==> src/rtl/t_lut_sweep_counter.sv <==
// rtl/t_lut_sweep_counter.sv - temporal-LUT sweep counter with run modes and per-channel unary pulses
// Optional build macro: T_LUT_GRAY_OUT_EN (cnt_out carries registered Gray code of the count).
module t_lut_sweep_counter #(
  parameter int WIDTH  = 8,
  parameter int NUM_CH = 4
) (
  input  logic                    clk,
  input  logic                    rst_n,
  input  logic                    enable,
  input  logic                    start,
  input  logic                    stop,
  input  logic [1:0]              mode,
  input  logic [WIDTH-1:0]        term_cnt,
  input  logic [NUM_CH*WIDTH-1:0] thr,
  output logic                    busy,
  output logic                    done,
  output logic                    wrap_pulse,
  output logic [WIDTH-1:0]        cnt_out,
  output logic [NUM_CH-1:0]       tpulse
);

  typedef enum logic [1:0] {
    S_IDLE = 2'd0,
    S_RUN  = 2'd1,
    S_HOLD = 2'd2
  } state_t;

  localparam logic [1:0] M_WRAP = 2'd0;
  localparam logic [1:0] M_SAT  = 2'd2;

  state_t                    state;
  logic [WIDTH-1:0]          cnt;
  logic [WIDTH-1:0]          term_lat;
  logic [1:0]                mode_lat;
  logic [NUM_CH*WIDTH-1:0]   thr_lat;
  logic                      at_term;
  logic [WIDTH-1:0]          cnt_inc;

  // cnt_out is registered from the same next-count value as cnt so both move together.
  function automatic logic [WIDTH-1:0] out_enc(input logic [WIDTH-1:0] v);
`ifdef T_LUT_GRAY_OUT_EN
    return (v >> 1) ^ v;
`else
    return v;
`endif
  endfunction

  assign at_term = (cnt == term_lat);
  assign cnt_inc = cnt + 1'b1;

  always_ff @(posedge clk or negedge rst_n) begin
    if (!rst_n) begin
      state      <= S_IDLE;
      cnt        <= '0;
      cnt_out    <= '0;
      term_lat   <= '0;
      mode_lat   <= '0;
      thr_lat    <= '0;
      done       <= 1'b0;
      wrap_pulse <= 1'b0;
    end else begin
      done       <= 1'b0;
      wrap_pulse <= 1'b0;
      if (stop) begin
        state   <= S_IDLE;
        cnt     <= '0;
        cnt_out <= '0;
      end else begin
        case (state)
          S_IDLE: begin
            cnt     <= '0;
            cnt_out <= '0;
            if (start) begin
              mode_lat <= mode;
              term_lat <= term_cnt;
              thr_lat  <= thr;
              state    <= S_RUN;
            end
          end
          S_RUN: begin
            if (enable) begin
              // Terminal compare comes first, so term_lat = all-ones never overflows.
              if (at_term) begin
                case (mode_lat)
                  M_WRAP: begin
                    cnt        <= '0;
                    cnt_out    <= '0;
                    wrap_pulse <= 1'b1;
                  end
                  M_SAT: begin
                    state <= S_HOLD;
                  end
                  default: begin
                    cnt     <= '0;
                    cnt_out <= '0;
                    state   <= S_IDLE;
                    done    <= 1'b1;
                  end
                endcase
              end else begin
                cnt     <= cnt_inc;
                cnt_out <= out_enc(cnt_inc);
              end
            end
          end
          S_HOLD: begin
            state <= S_HOLD;
          end
          default: begin
            state   <= S_IDLE;
            cnt     <= '0;
            cnt_out <= '0;
          end
        endcase
      end
    end
  end

  assign busy = (state == S_RUN) || (state == S_HOLD);

  for (genvar i = 0; i < NUM_CH; i++) begin : g_tpulse
    assign tpulse[i] = busy && (cnt < thr_lat[i*WIDTH +: WIDTH]);
  end

endmodule

==> config.mk <==
export PLATFORM = sky130hd
export DESIGN_NAME = t_lut_sweep_counter
export DESIGN_NICKNAME = d
export VERILOG_FILES = /design/src/rtl/t_lut_sweep_counter.sv
export SDC_FILE = /design/constraint.sdc
export NUM_CORES = 1
export LEC_CHECK = 0
export CAP_MARGIN = 15
export CORE_ASPECT_RATIO = 0.6
export CORE_MARGIN = 8
export CORE_UTILIZATION = 52
export CTS_CLUSTER_SIZE = 10
export DETAILED_ROUTE_END_ITERATION = 6
export PLACE_DENSITY = 0.8
export SLEW_MARGIN = 40
export SYNTH_ARGS = -nofsm -noshare
export SYNTH_HDL_FRONTEND = slang
export SYNTH_SLANG_ARGS = --single-unit
==> constraint.sdc <==
create_clock -name clk -period 2.3 [get_ports clk]
set_input_delay 0.46 -clock clk [delete_from_list [all_inputs] [get_ports clk]]
set_output_delay 0.46 -clock clk [all_outputs]
set_load 0.02 [all_outputs]
==> qor.txt <==
Clock power share -> 13.6%
Placed cells -> 437
Grt ovf -> 0
Hold-fix buffers, CTS -> 0
Cell Pwr Density -> 943 nW/um^2
IO Pins -> 62
Clock Latency Late Sink -> 0.31 ns
Layout cells sized above 1 -> 29.4%
Placer Congestion -> 0.849
Post-synthesis cell type count -> 35
Maxcap violations -> 0
Initial core utilization -> 54.9%
Number of clock sinks -> 54
Die Footprint -> 8800 um^2
Die X-Extent -> 116 um
Critical Path Start Type -> register
Fillers -> 421
RSZ-0062 raised after global routing -> yes
Main area contributors after synthesis -> dfrtp_1, mux2_2, ha_1
Crit path arrival time -> 1.91 ns
Worst slack, placed -> -0.345 ns
Internal power -> 2.51 mW
Global-route wire length before repair -> 11,800 um
Status -> complete, but fails checks
Post-synth top flop -> dfrtp_1
Ant diodes -> 0
#FFs+latches synth -> 54
Routed WL per cell -> 16.2 um
Post-Syn Instances -> 280
Mapped Nets -> 360
Root Buffer -> clkbuf_8
Routed WL -> 7320 um
Vias in the first global route -> 2,378
Required @ worst endpoint -> 1.84 ns
Failing checks -> negative setup slack
TritonCTS clock tree -> built
Slew HR -> 55.0%
Largest area contributor in the netlist -> dfrtp_1
YS warnings -> 0
Sw Pwr -> 1.48 mW
Initial antenna violation count -> 0
Final std cells w/o fill -> 451
Most common cell in the netlist -> dfrtp_1
Maximum clock path buffer count -> 2
DR vias -> 2,395
Row count -> 21
CP max FO -> 4
Slew @ Worst Pin -> 0.674 ns
PortBufs -> 61
Post-route setup slack -> -0.0669 ns
Avg Synthesized Cell Area -> 11.1 um^2
Synth-to-Final Area Change -> 35.7%
H-tree levels -> 2
Vias per cell -> 5.31
Post-synth ARST share -> 100%
DRT iter0 DRCs -> 111
Core ar. -> 5680 um^2
Largest net degree at the start of global routing -> 55
Final hold vios -> 0
Hold Slack -> 0.266 ns
Top cells by count, synth -> dfrtp_1, mux2_2, inv_1
CP endpoint kind -> primary output
Sw Ratio -> 37.1%
Flop pwr share -> 38.9%
Leakage -> 1.95 nW
Worst min path class -> in -> async
Worst-case clock skew -> 0.0123 ns
Max Slew Vio Count -> 0
DRT Pass-1 Iters -> 4
CTS buffer count -> 5
Synth top area share -> 43.4%
Clk slew on worst S/H paths -> 0.11 ns
Register area share after synthesis -> 43.4%
Setup violators final -> 4
Chip height -> 75.9 um
Routed Antenna Nets -> 0
Setup CP Type -> reg -> out
Total track usage -> 16.5%
Fin crit share -> 103%
Final Net Count -> 450
Post-route DRC -> 0
Min Tclk post-route -> 2.37 ns
VDD IR max -> 0.463 mV
EDFF count, synth -> 0
Comb power frac -> 47.5%
Area of the mapped netlist -> 3110 um^2
Fmax -> 422 MHz
Post-DP HPWL -> 5560 um
-- routing by layer --
metal  wire length, um  vias up  GRT usage [%]
li1                  -     1156              -
met1              3390     1167           22.0
met2              3320       65           25.7
met3               557        7           5.22
met4                51        0           2.57
met5                 0        -              0
-- logic make-up (layout without fill, tap and decap cells) --
family          count (synthesis)  after routing  share of synthesized area [%]
flops                          54             54                           43.4
mux                            44             44                           15.8
xor+xnor                        8              8                           2.25
compound gates                 44             44                           9.64
simple gates                   51             51                           9.88
buf+inv                        46            137                           5.75
fa+ha+maj                      33             33                           13.3
-- worst max-delay path, cell delays in order (launching register included) --
cell and delay, ns:
dfrtp_1 0.45, ha_1 0.30, a21o_1 0.17, a21oi_2 0.13, nor2b_1 0.08, o311ai_2 0.29
buf_4 0.19
-- registers in the layout (all words and copies together), names as in the netlist --
signal,cells
thr_lat,32
cnt,8
term_lat,8
mode_lat,2
state,2
done,1
wrap_pulse,1
-- final cells by class --
class	instances	area, um^2	area share (%)
multi-input cells	180	1710	40.6
well taps	80	100	2.37
inverters	41	154	3.64
clock inverters	2	17.5	0.414
clock buffers	6	72.6	1.72
flip-flops and latches	54	1360	32.1
repair buffers	88	813	19.2
-- power by group through the flow --
stage               clock, mW  combinational (mW)  sequential (mW)
CTS                     0.554                1.81             1.54
global route            0.589                2.07             1.59
global placement            0                1.72             1.53
detailed placement          0                1.77             1.56
finish                  0.543                1.89             1.55
floorplan                   0                1.19             1.48
-- placed cells by master (no fill, tap or decap), types with 3 or more instances in the layout --
master,instances
clkdlybuf4s50_1,55
dfrtp_1,51
mux2_2,42
inv_1,40
buf_4,29
ha_1,25
nand2_1,12
nand2b_1,10
nand3_1,9
xor2_1,8
a21oi_1,7
o21ai_0,7
nor2b_1,6
ha_4,6
a21o_1,5
clkbuf_8,5
a31oi_1,4
a211oi_2,3
o31ai_2,3
a21boi_0,3
o22ai_1,3
dfrtp_2,3
-- stage by stage --
step                      setup TNS (ns)  power, mW  area, um^2  utilization [%]
after global placement            -0.836       3.25        3970             70.0
after CTS                         -0.329       3.90        4110             72.5
after detailed placement           -1.14       3.34        3970             70.0
after global routing              -0.561       4.25        4230             74.5
after floorplan                        0       2.67        3120                -
final                             -0.172       3.99        4230             74.5
-- final timing paths --
| check | to | cells after the start | slack, ns | startpoint |
|---|---|---|---|---|
| worst min register to register | thr_lat[21] | 1 | 0.52 | thr_lat[21] |
| worst max register to register | cnt[6] | 7 | 0.21 | cnt[1] |
| max in group asynchronous | cnt[6] | 2 | 1.56 | rst_n |
| worst min-delay path | thr_lat[28] | 2 | 0.27 | rst_n |
| worst max-delay path | tpulse[2] | 6 | -0.07 | cnt[1] |
| min in group clk | thr_lat[21] | 1 | 0.52 | thr_lat[21] |
-- repair_timing --
action                     CTS  global route
gates resized for setup     35            11
setup endpoints to repair    5             4
pin swaps                    5            10
setup buffers                1             5
No activity file was read; power rests on OpenSTA's default activity.
